File: config.mk
export PLATFORM = sky130hd
export DESIGN_NAME = instr_fetch
export DESIGN_NICKNAME = d
export VERILOG_FILES = /design/src/rtl/instr_fetch_pkg.sv /design/src/rtl/fetch_fifo.sv /design/src/rtl/instr_fetch.sv
export SDC_FILE = /design/constraint.sdc
export NUM_CORES = 1
export LEC_CHECK = 0
export CAP_MARGIN = 5
export CORE_MARGIN = 4
export CORE_UTILIZATION = 30
export DETAILED_ROUTE_END_ITERATION = 16
export DONT_BUFFER_PORTS = 1
export GPL_TIMING_DRIVEN = 0
export PLACE_DENSITY = 0.53
export SLEW_MARGIN = 20
export SYNTH_ARGS = -nofsm -noshare
export SYNTH_HDL_FRONTEND = slang
export SYNTH_SLANG_ARGS = --single-unit
File: constraint.sdc
create_clock -name clk -period 4.3 [get_ports clk]
set_input_delay 0.215 -clock clk [delete_from_list [all_inputs] [get_ports clk]]
set_output_delay 0.215 -clock clk [all_outputs]
set_load 0.005 [all_outputs]
File: src/rtl/instr_fetch_pkg.sv
// Shared definitions for the instruction fetch stage.
// No logic and no latency: types, encodings and default constants only.
// No backpressure: the package holds no state.
package instr_fetch_pkg;

  // Fetch sequencer states
  typedef enum logic [1:0] {
    ST_BOOT  = 2'd0,
    ST_FETCH = 2'd1,
    ST_FLUSH = 2'd2
  } fetch_state_t;

  // Default first fetch address and the no-op driven during bubbles
  localparam logic [31:0] RESET_PC_DEFAULT  = 32'h0000_2000;
  localparam logic [31:0] NOP_INSTR_DEFAULT = 32'h0000_0013;

  // One fetched instruction together with the address it came from
  typedef struct packed {
    logic [31:0] pc;
    logic [31:0] instr;
  } fetch_entry_t;

  // Sequential word address; wraps naturally at the top of the 32-bit space
  function automatic logic [31:0] next_word(input logic [31:0] addr);
    return addr + 32'd4;
  endfunction

  // Force an address onto a word boundary
  function automatic logic [31:0] word_align(input logic [31:0] addr);
    return {addr[31:2], 2'b00};
  endfunction

endpackage

File: src/rtl/fetch_fifo.sv
// Two-entry FIFO with push/pop/clear and an occupancy count.
// Latency: a pushed entry is visible at head the cycle after the push.
// Backpressure: none internally; the owner keeps count below 2 before pushing.
module fetch_fifo #(
  parameter int WIDTH = 64
) (
  input  logic             clk,
  input  logic             rst_n,
  input  logic             push,
  input  logic [WIDTH-1:0] push_data,
  input  logic             pop,
  input  logic             clear,
  output logic [WIDTH-1:0] head,
  output logic [1:0]       count
);

  logic [WIDTH-1:0] mem [2];
  logic             wr_ptr;
  logic             rd_ptr;
  logic             do_push;
  logic             do_pop;

  // Ignore pops on empty and pushes on full so the pointers never corrupt
  always_comb begin
    do_pop  = pop && (count != 2'd0);
    do_push = push && ((count != 2'd2) || do_pop);
  end

  // Pointer, count and storage update; clear wins over any push or pop
  always_ff @(posedge clk or negedge rst_n) begin
    if (!rst_n) begin
      wr_ptr <= 1'b0;
      rd_ptr <= 1'b0;
      count  <= 2'd0;
      mem[0] <= '0;
      mem[1] <= '0;
    end else if (clear) begin
      wr_ptr <= 1'b0;
      rd_ptr <= 1'b0;
      count  <= 2'd0;
    end else begin
      if (do_push) begin
        mem[wr_ptr] <= push_data;
        wr_ptr      <= ~wr_ptr;
      end
      if (do_pop) begin
        rd_ptr <= ~rd_ptr;
      end
      count <= count + {1'b0, do_push} - {1'b0, do_pop};
    end
  end

  assign head = mem[rd_ptr];

endmodule

File: src/rtl/instr_fetch.sv
// Instruction fetch: issues word fetches, tracks in-flight PCs, feeds decode.
// Latency: response to decode output in 1 cycle when the buffer is empty.
// Backpressure: stall freezes outputs; at most 2 fetches in flight or buffered.
module instr_fetch
  import instr_fetch_pkg::*;
#(
  parameter logic [31:0] RESET_PC  = RESET_PC_DEFAULT,
  parameter logic [31:0] NOP_INSTR = NOP_INSTR_DEFAULT
) (
  input  logic        clk,
  input  logic        rst_n,
  input  logic        stall,
  input  logic        redirect,
  input  logic [31:0] redirect_pc,
  output logic        imem_req_valid,
  input  logic        imem_req_ready,
  output logic [31:0] imem_req_addr,
  input  logic        imem_resp_valid,
  input  logic [31:0] imem_resp_data,
  output logic [31:0] instr,
  output logic [31:0] pc,
  output logic        bubble
);

  fetch_state_t state;
  fetch_state_t state_nxt;

  logic [31:0]  fetch_pc;
  logic [1:0]   stale_cnt;
  logic [1:0]   stale_on_redirect;
  logic [2:0]   outstanding;
  logic [2:0]   occupancy;

  logic [1:0]   infl_cnt;
  logic [31:0]  infl_head;
  logic [1:0]   buf_cnt;
  logic [63:0]  buf_head_raw;
  fetch_entry_t buf_head;
  fetch_entry_t resp_entry;

  logic         req_fire;
  logic         resp_stale;
  logic         resp_accept;
  logic         out_ready;
  logic         bypass;
  logic         buf_push;
  logic         buf_pop;
  logic         unused_addr_bits;

  // The low address bits of a redirect target carry no meaning
  assign unused_addr_bits = ^redirect_pc[1:0];

  // Handshake and routing decisions for this cycle
  always_comb begin
    out_ready   = !redirect && !stall;
    req_fire    = imem_req_valid && imem_req_ready;
    resp_stale  = imem_resp_valid && (stale_cnt != 2'd0);
    resp_accept = imem_resp_valid && (state == ST_FETCH) && (stale_cnt == 2'd0)
                  && !redirect && (infl_cnt != 2'd0);
    bypass      = resp_accept && out_ready && (buf_cnt == 2'd0);
    buf_push    = resp_accept && !bypass;
    buf_pop     = out_ready && (buf_cnt != 2'd0);
    occupancy   = {1'b0, infl_cnt} + {1'b0, buf_cnt};
    buf_head    = fetch_entry_t'(buf_head_raw);
    resp_entry  = '{pc: infl_head, instr: imem_resp_data};
  end

  // Responses still owed by memory that a redirect turns stale; one arriving
  // in the same cycle as the redirect is already accounted for
  always_comb begin
    outstanding = {1'b0, infl_cnt} + {1'b0, stale_cnt};
    if (imem_resp_valid && (outstanding != 3'd0)) begin
      outstanding = outstanding - 3'd1;
    end
    stale_on_redirect = outstanding[1:0];
  end

  // FSM state register
  always_ff @(posedge clk or negedge rst_n) begin
    if (!rst_n) begin
      state <= ST_BOOT;
    end else begin
      state <= state_nxt;
    end
  end

  // FSM next state: flush only while stale responses remain outstanding
  always_comb begin
    state_nxt = state;
    case (state)
      ST_BOOT: begin
        state_nxt = ST_FETCH;
      end
      ST_FETCH: begin
        if (redirect && (stale_on_redirect != 2'd0)) begin
          state_nxt = ST_FLUSH;
        end
      end
      ST_FLUSH: begin
        if (redirect) begin
          state_nxt = (stale_on_redirect != 2'd0) ? ST_FLUSH : ST_FETCH;
        end else if ((stale_cnt == 2'd0) ||
                     ((stale_cnt == 2'd1) && imem_resp_valid)) begin
          state_nxt = ST_FETCH;
        end
      end
      default: begin
        state_nxt = ST_BOOT;
      end
    endcase
  end

  // FSM outputs: request only when fetching, not redirecting, and with room
  always_comb begin
    imem_req_valid = (state == ST_FETCH) && !redirect && (occupancy < 3'd2);
    imem_req_addr  = fetch_pc;
  end

  // Fetch address: redirect retargets, an accepted request advances
  always_ff @(posedge clk or negedge rst_n) begin
    if (!rst_n) begin
      fetch_pc <= RESET_PC;
    end else if (redirect) begin
      fetch_pc <= word_align(redirect_pc);
    end else if (req_fire) begin
      fetch_pc <= next_word(fetch_pc);
    end
  end

  // Stale response counter: reloaded on redirect, drained by discarded responses
  always_ff @(posedge clk or negedge rst_n) begin
    if (!rst_n) begin
      stale_cnt <= 2'd0;
    end else if (redirect) begin
      stale_cnt <= stale_on_redirect;
    end else if (resp_stale) begin
      stale_cnt <= stale_cnt - 2'd1;
    end
  end

  // Decode-facing register: redirect inserts a bubble, stall holds, otherwise
  // take the buffer head, else a response passing straight through, else a bubble
  always_ff @(posedge clk or negedge rst_n) begin
    if (!rst_n) begin
      instr  <= NOP_INSTR;
      pc     <= RESET_PC;
      bubble <= 1'b1;
    end else if (redirect) begin
      instr  <= NOP_INSTR;
      bubble <= 1'b1;
    end else if (!stall) begin
      if (buf_cnt != 2'd0) begin
        instr  <= buf_head.instr;
        pc     <= buf_head.pc;
        bubble <= 1'b0;
      end else if (bypass) begin
        instr  <= resp_entry.instr;
        pc     <= resp_entry.pc;
        bubble <= 1'b0;
      end else begin
        instr  <= NOP_INSTR;
        bubble <= 1'b1;
      end
    end
  end

  // Addresses of requests accepted by memory but not yet answered
  fetch_fifo #(.WIDTH(32)) u_inflight (
    .clk       (clk),
    .rst_n     (rst_n),
    .push      (req_fire),
    .push_data (fetch_pc),
    .pop       (resp_accept),
    .clear     (redirect),
    .head      (infl_head),
    .count     (infl_cnt)
  );

  // Returned instructions waiting for decode to take them
  fetch_fifo #(.WIDTH(64)) u_resp_buf (
    .clk       (clk),
    .rst_n     (rst_n),
    .push      (buf_push),
    .push_data (resp_entry),
    .pop       (buf_pop),
    .clear     (redirect),
    .head      (buf_head_raw),
    .count     (buf_cnt)
  );

endmodule

=== Yosys cells after proc, flatten, opt, wreduce, memory -nomap -nowiden ===
Index checks and enable logic that the tools add are counted.
W data, S select, Z words.

* Reductions and logical operators: 47
* Equal/unequal tests: 8
* $add $sub $neg: 9
* Mux-type cells: 42
* Order comparisons: 7
* Bitwise gates (word level): 10

{| class="wikitable"
|+ Operator list
! kind !! count
|-
| $mux W32 || 12
|-
| $mux W64 || 4
|-
| $bwmux W128 || 1
|-
| $bwmux W64 || 1
|-
| $demux W64 S1 || 1
|-
| $add A32 B3 Y32 const B || 1
|-
| $demux W32 S1 || 1
|-
| $logic_and A1 B1 Y1 || 22
|-
| $reduce_bool A2 Y1 || 11
|-
| $mux W2 || 9
|-
| $mux W1 || 12
|-
| $ge A2 B2 Y1 const B || 4
|-
| $not A1 Y2 || 4
|-
| $add A2 B2 Y3 || 2
|-
| $logic_not A2 Y1 || 3
|-
| $ne A2 B2 Y1 const B || 3
|-
| $not A1 Y1 || 6
|-
| $pmux W2 S3 || 1
|-
| $reduce_and A2 Y1 || 3
|-
| $add A2 B1 Y2 || 2
|-
| $eq A2 B1 Y1 const B || 2
|-
| $lt A2 B1 Y1 const B || 2
|-
| $sub A2 B1 Y2 || 2
|-
| $sub A2 B1 Y2 const B || 2
|-
| 8 further kinds || 12
|}

* Register bits after elaboration: 301
* Output and inout port bits: 98
* Logic and storage cells: 139

=== Logic depth before layout (Yosys ltp) ===
Gate-level depths: netlist of run 1.

* Depth after elaboration: 13
* Depth in mapped cells: 11
* Mapped depth without buffers: 10

=== By module ===
A second synthesis of run 1 with hierarchy kept.

* Cell total of the unflattened synthesis: 1,062
* Area total of the unflattened synthesis: 14,096.0 um2

{| class="wikitable"
|+ Modules (own cells, without submodules)
! module !! cells an instance !! area an instance (um2) !! instances
|-
| fetch_fifo at u_resp_buf || 363 || 5,969.5 || 1
|-
| instr_fetch || 506 || 5,029.8 || 1
|-
| fetch_fifo at u_inflight || 193 || 3,096.7 || 1
|}

=== Worst setup path after synthesis of run 1 ===
No wires, ideal clock.

* Path kind: reg2reg
* Start point: reg u_resp_buf.count[1]
* End point: reg u_resp_buf.count[1]
* Data required time: 4.168 ns
* Data arrival time: 2.268 ns
* Cell stages (with the launch flop): 12
* Path buffers: 2
* Slack: 1.901 ns
* Cells stage by stage: dfrtp_1 -> nor2_1 -> or3_1 -> clkbuf_1 -> clkbuf_1 -> inv_1 -> ha_1 -> inv_1 -> ha_1 -> xor2_1 -> xnor2_1 -> nor2_1

* Cells in the longest elaborated chain, start to end: 8
* Elaborated cells between the ends (all ways): 13

{| class="wikitable"
|+ Ends and longest elaborated chain
! item !! line !! text
|-
| start, declared || fetch_fifo.sv:14 || <nowiki>output logic [1:0] count</nowiki>
|-
| start signal, assigned || fetch_fifo.sv:49 || <nowiki>count <= count + {1'b0, do_push} - {1'b0, do_pop};</nowiki>
|-
| $logic_not A2 Y1 or $reduce_bool A2 Y1 (tied branches) || instr_fetch.sv:60, fetch_fifo.sv:25, instr_fetch.sv:62 ||
|-
| $logic_and A1 B1 Y1 (on tied branches) || instr_fetch.sv:60, instr_fetch.sv:62 ||
|-
| $logic_not A1 Y1 or $logic_and A1 B1 Y1 (tied branches) || instr_fetch.sv:61, fetch_fifo.sv:25 ||
|-
| $logic_and A1 B1 Y1 or $logic_or A1 B1 Y1 (tied branches) || instr_fetch.sv:61, fetch_fifo.sv:26 ||
|-
| $logic_and A1 B1 Y1 || fetch_fifo.sv:26 || <nowiki>do_push = push && ((count != 2'd2) || do_pop);</nowiki>
|-
| $add A2 B1 Y2 || fetch_fifo.sv:49 ||
|-
| $sub A2 B1 Y2 (*) || fetch_fifo.sv:49 ||
|-
| $mux W2 (*) || fetch_fifo.sv:37 || <nowiki>end else if (clear) begin</nowiki>
|}

Every way passes the cells marked *; elsewhere a longest branch is shown, timed or not.
A chain may end at the register's enable or synchronous reset.

=== Worst setup path after layout of run 1 ===
* Start point: reg u_resp_buf.count[0]
* End point: reg fetch_pc[17], in the netlist imem_req_addr[17]

* Cells in the longest elaborated chain, start to end: 5

{| class="wikitable"
|+ Ends and longest elaborated chain
! item !! line !! text
|-
| $add A2 B2 Y3 || instr_fetch.sv:63 || <nowiki>occupancy = {1'b0, infl_cnt} + {1'b0, buf_cnt};</nowiki>
|-
| $lt A3 B2 Y1 || instr_fetch.sv:115 || <nowiki>imem_req_valid = (state == ST_FETCH) && !redirect && (occupancy < 3'd2);</nowiki>
|-
| $logic_and A1 B1 Y1 || instr_fetch.sv:115 ||
|-
| $logic_and A1 B1 Y1 || instr_fetch.sv:56 || <nowiki>req_fire = imem_req_valid && imem_req_ready;</nowiki>
|-
| $reduce_bool A2 Y1 (no source line) || -- ||
|-
| end signal, assigned || instr_fetch.sv:124 || <nowiki>fetch_pc <= word_align(redirect_pc);</nowiki>
|-
| end signal, assigned || instr_fetch.sv:126 || <nowiki>fetch_pc <= next_word(fetch_pc);</nowiki>
|-
| end, declared || instr_fetch.sv:28 || <nowiki>logic [31:0] fetch_pc;</nowiki>
|}

Every way passes these cells.

==> results.cfg, run 1 <==
[finish]
num_antenna_cells = 0
mostFrequentLayoutCell = dfrtp_1
synthToLayoutAreaGrowth_pct = 19.6
fill_cells = 4311
drive_gt1_share_pct = 19.6
stdcell_count = 1862
fin_nets = 1331
multiInputGateArea_sq_um = 5520
mostFrequentLayoutCells = 283 x dfrtp_1, 125 x nand2_1, 124 x mux2_2
layout.area.seq_sq_um = 7240
fin_area_sq_um = 15800
utilization_pct = 36.5

[floorplan]
fp.dieW_um = 218
std_cell_rows = 76
initial_utilization_pct = 30.5
die-area_sq_um = 47500
core_area_sq_um = 43400
die_height_um = 218
io_pins = 168

[pwr]
ir_drop_uv = 355
p_leak_nw = 7.11
power_per_cell_area_nw_per_um2 = 536
finalPower_mw = 8.47

[clock_network]
cts_buffer_depth = 3
postCtsHoldBufs = 63
cts_tree = done
clk_latency_ps = 540
htreeDepth = 2
cts_root_buffer = clkbuf_16
clk_pin_slew_worst_paths_ps = 60
cts_setup_buffers = 0
clock_sinks = 289
cts_buffers = 36

[routing]
drtIter0Drc = 660
route.vias.total = 9330
first_pass_iters = 5
viasPerCell = 5.01
drc = 0
ant_nets = 0
wl_per_cell_um = 20.2
routed_wl_um = 37700

[worst_setup_path]
cp-start-kind = flip-flop
cp_common_cell = nor2_1
cp_cell_sequence = inv_1, nor2_1, fa_1, nor2_1, and3_1, clkbuf_1, nor2_1, clkbuf_1, o21ai_0, o311ai_0
endpoint_kind = flip-flop
critPathMaxStageDelay_ps = 580
cp_slowest_cell = nor2_1
criticalPathCategory = flip-flop to flip-flop
critical_path_buf_inv_count = 3
cp_top_family = buffers and inverters
cp_max_fo = 10
crit_required_ps = 4710
crit_arrival_ps = 3680

[sta]
finalSetupViolations = 0
finalClockSkew_ps = 23.5
hold_slack_ps = -585
fin_ws_ps = 1030
hold_viol_final = 289
finalMaxSlewViolations = 0
setup_tns_ps = 0
worstMarginPinSlew_ps = 865
slew_headroom_pct = 41.8
timing.fmax_ghz = 0.306
rsz0062_at_grt = no
period_share_pct = 76.1
min_period_ps = 3270

[yosys]
syn_inst = 1146
avgSynthCellArea_sq_um = 11.5
synth_cell_types = 65
yosys.area.top_type = dfrtp_1
seq_area_frac_synth_pct = 54.8
synth_edf_count = 0
yosys-top-cells-area = dfrtp_1 54%, mux2_2 11%, mux2i_1 4.5%
yosys_warnings = 0
async_reset_ff_share_pct = 100
synth_ff_type = dfrtp_1
synth.cell_area_sq_um = 13200
synth_top_area_share_pct = 53.6
ys_seq_elements = 289

[global_route]
track_usage_pct = 15.6
grt_pass1_vias = 9472
grt_first_pass_wirelength_um = 58100
grt_overflow = 0
antenna_found_initial = 0
grt_max_degree = 290

[placement]
pre_cts_slack_ps = 987
placed_cells = 1734
globalplace.congestion = 0.800
port_buffers = 0
dp_hpwl_um = 25900
placed_cell_area_sq_um = 14000

[worst_hold_path]
hold_class = primary input to asynchronous set/reset pin

[flow_run]
drv_cap = 0

[outcome]
status = finished, violations left
violations = hold timing
==> metal layers <==
metal	up-vias	routed length, um	GRT usage, %
met1	4753	17500	21.6
met2	219	17700	25.0
li1	4304	-	-
met3	54	1810	3.47
met5	-	0	0
met4	0	671	3.94
==> power breakdown <==
group          total, mW  internal, mW  switching (mW)
sequential          3.79          3.29           0.496
clock               3.10          1.91            1.20
combinational       1.57         0.816           0.756
==> flip-flops by register name, indices dropped and copies added (netlist names) <==
| signal | count |
|---|---|
| bubble | 1 |
| imem_req_addr | 30 |
| instr | 32 |
| pc | 30 |
| stale_cnt | 2 |
| state | 2 |
| u_inflight.count | 2 |
| u_inflight.mem | 60 |
| u_inflight.rd_ptr | 1 |
| u_inflight.wr_ptr | 1 |
| u_resp_buf.count | 2 |
| u_resp_buf.mem | 124 |
| u_resp_buf.rd_ptr | 1 |
| u_resp_buf.wr_ptr | 1 |
==> path summary, 6_finish.rpt <==
kind | from | end | slack (ps) | depth (start not counted)
setup / recovery | u_resp_buf.count[0] | imem_req_addr[17] | 1030 | 10
hold / removal | rst_n | instr[27] | -580 | 0
setup reg to reg | u_resp_buf.count[0] | imem_req_addr[17] | 1030 | 10
hold reg to reg | u_resp_buf.mem[38] | u_resp_buf.mem[38] | 480 | 2
max in group asynchronous | rst_n | imem_req_addr[23] | 4210 | 0
min in group clk | imem_resp_valid | stale_cnt[0] | 40 | 3
==> cell usage after synthesis, types with 8 or more instances <==
cell / number
nand3_1: 19
mux2_4: 29
nand4_1: 10
mux2i_1: 60
a221o_1: 38
dfrtp_1: 283
clkbuf_1: 49
nor2_1: 79
nor4_1: 8
nand2_1: 125
ha_1: 9
o21ai_0: 110
a21oi_1: 39
mux2_2: 124
inv_1: 15
nor3_1: 9
buf_2: 14
==> logic make-up (layout without fill, tap and decap cells) <==
logic type	after synthesis	in the layout	synth area share, %
AOI/OAI and AO/OA	228	228	11.0
muxes	214	214	18.5
buffers and inverters	97	225	3.60
and+or+nand+nor	295	295	10.3
xor gates and xnor gates	11	11	0.729
adders and majority gates	11	11	1.15
DFF	289	289	54.8
other	1	4	0.0284
==> layout make-up <==
type / count / share of cell area (%)
Buffer: 82 / 2.65
Clock buffer: 55 / 6.79
Clock inverter: 10 / 0.879
Inverter: 15 / 0.356
Multi-Input combinational cell: 763 / 34.9
Sequential cell: 289 / 45.8
Tap cell: 585 / 4.63
Timing Repair Buffer: 63 / 3.99
==> repair_timing <==
action	4_1_cts	5_1_grt
setup endpoints to repair	0	0
resized for setup	0	0
hold endpoints to repair	416	289
No activity file was read; power rests on OpenSTA's default activity.
==> run 2, diff against run 1 <==
Clock period 4.3 ns to 3.08 ns, I/O delays scaled along.
==> run 2 against run 1 <==
Compared with the run above:
- the flow still finishes with violations (hold timing)
- sequential cell count did not move
- clock power rose by 40%
- critical path depth did not move
- clock skew fell by 1.1 ps
- fmax rose by 14%
- register-to-register slack got worse by 830 ps
- via count barely moved
- cell count barely moved
- count of clock-buffer cells in the layout did not move
- global-route usage barely moved
- core utilization barely moved
- sequential power rose by 40%
- critical path type unchanged
- critical endpoint unchanged
==> results.cfg, run 2 (synthesis results as in run 1) <==
[finish]
multiInputGateArea_sq_um = 5520
layout.area.seq_sq_um = 7240
num_antenna_cells = 0
utilization_pct = 36.5
largest_reg_flops = 124
top_register = u_resp_buf.mem
mostFrequentLayoutCell = dfrtp_1
largestRegisters = u_resp_buf.mem x124, u_inflight.mem x60, instr x32
drive_gt1_share_pct = 20.0
synthToLayoutAreaGrowth_pct = 19.6
mostFrequentLayoutCells = 283 x dfrtp_1, 125 x nand2_1, 124 x mux2_2
fin_nets = 1330
fill_cells = 4305

[pwr]
p_seq_share_pct = 44.8
switching_share_pct = 28.9
finalPower_mw = 11.8
power_per_cell_area_nw_per_um2 = 748
power_frac_comb_pct = 18.6
p_switching_mw = 3.42
ir_drop_uv = 493
internal_power_mw = 8.40
p_leak_nw = 7.11
pwr-share-clk_pct = 36.6

[worst_hold_path]
hold_class = primary input to asynchronous set/reset pin

[floorplan]
fp.dieW_um = 218
io_pins = 168
die-area_sq_um = 47500
core_area_sq_um = 43400
die_height_um = 218
std_cell_rows = 76
initial_utilization_pct = 30.5

[placement]
port_buffers = 0
dp_hpwl_um = 25900
globalplace.congestion = 0.800

[sta]
finalClockSkew_ps = 22.4
hold_viol_final = 289
slew_headroom_pct = 42.1
finalMaxSlewViolations = 0
min_period_ps = 2880
setup_tns_ps = 0
hold_slack_ps = -646
period_share_pct = 93.5
timing.fmax_ghz = 0.347
rsz0062_at_grt = no
finalSetupViolations = 0
worstMarginPinSlew_ps = 861

[routing]
route.vias.total = 9326
ant_nets = 0
first_pass_iters = 5
drc = 0
wl_per_cell_um = 20.3
drtIter0Drc = 718
routed_wl_um = 37700
viasPerCell = 5.01

[outcome]
status = finished, violations left
violations = hold timing

[clock_network]
clk_pin_slew_worst_paths_ps = 60
clk_latency_ps = 540
cts_setup_buffers = 0
cts_buffer_depth = 3
cts_tree = done
cts_root_buffer = clkbuf_16
clock_sinks = 289
cts_buffers = 36
postCtsHoldBufs = 63
htreeDepth = 2

[global_route]
grt_first_pass_wirelength_um = 58100
track_usage_pct = 15.6
antenna_found_initial = 0
grt_overflow = 0
grt_pass1_vias = 9467
grt_max_degree = 290

[worst_setup_path]
crit_arrival_ps = 3270
criticalPathCategory = flip-flop to flip-flop
endpoint_kind = flip-flop
cp_max_fo = 10
crit_required_ps = 3470
cp-start-kind = flip-flop

[flow_run]
drv_cap = 0
[run 2: timing repair]
action,CTS,global route
setup endpoints to repair,12,7
gates resized for setup,3,2
pin swaps,0,0
endpoints found under the hold margin,418,289
cloned,0,0
[run 2: worst max-delay path, stage by stage, from the launching register on]
cell      delay (ps)
dfrtp_1          430
inv_1            150
nor2_1            80
fa_1             510
nor2_1            60
nand3_1          170
clkbuf_1         420
clkbuf_1         510
a31oi_1           70
o21ai_0          180
o311ai_0         160
[run 2: worst paths after layout]
path	from	end	slack, ps	cells past startpoint
setup / recovery	u_resp_buf.count[0]	imem_req_addr[17]	200	10
hold / removal	rst_n	instr[27]	-650	0
setup reg to reg	u_resp_buf.count[0]	imem_req_addr[17]	200	10
hold reg to reg	u_resp_buf.mem[4]	u_resp_buf.mem[4]	480	2
max in group asynchronous	rst_n	imem_req_addr[25]	3150	0
min in group clk	imem_resp_valid	stale_cnt[1]	30	4
[run 2: layer usage]
metal | vias up | global-route usage [%] | share of wire, %
li1 | 4293 | - | -
met1 | 4766 | 21.6 | 46
met2 | 213 | 25.0 | 47
met3 | 54 | 3.44 | 4.7
met4 | 0 | 3.96 | 1.8
met5 | - | 0 | 0
[run 2: metrics by stage]
stage | hold slack, ps | instances | area [sq um] | setup slack, ps
6_report | -646 | 1861 | 15800 | 200
3_5_place_dp | -106 | 1734 | 14000 | -233
5_1_grt | -685 | 1861 | 15800 | 9.23
3_3_place_gp | -106 | 1734 | 14000 | -214
4_1_cts | -694 | 1861 | 15800 | 108
2_1_floorplan | -142 | 1149 | 13200 | 681
[run 2: layout make-up]
class                   instances  area share [%]
clock buffers                  55            6.79
multi-input cells             763            34.9
repair buffers                 63            3.99
plain buffers                  81            2.64
well taps                     585            4.63
flip-flops and latches        289            45.8
inverters                      15           0.356
clock inverters                10           0.878
[run 2: power groups by stage]
stage	combinational (mW)	clock [mW]	sequential, mW
after floorplan	1.69	0	5.06
after global placement	2.07	0	5.33
after detailed placement	2.11	0	5.38
after CTS	2.21	4.46	5.31
after global routing	2.45	4.64	5.40
final	2.20	4.33	5.29
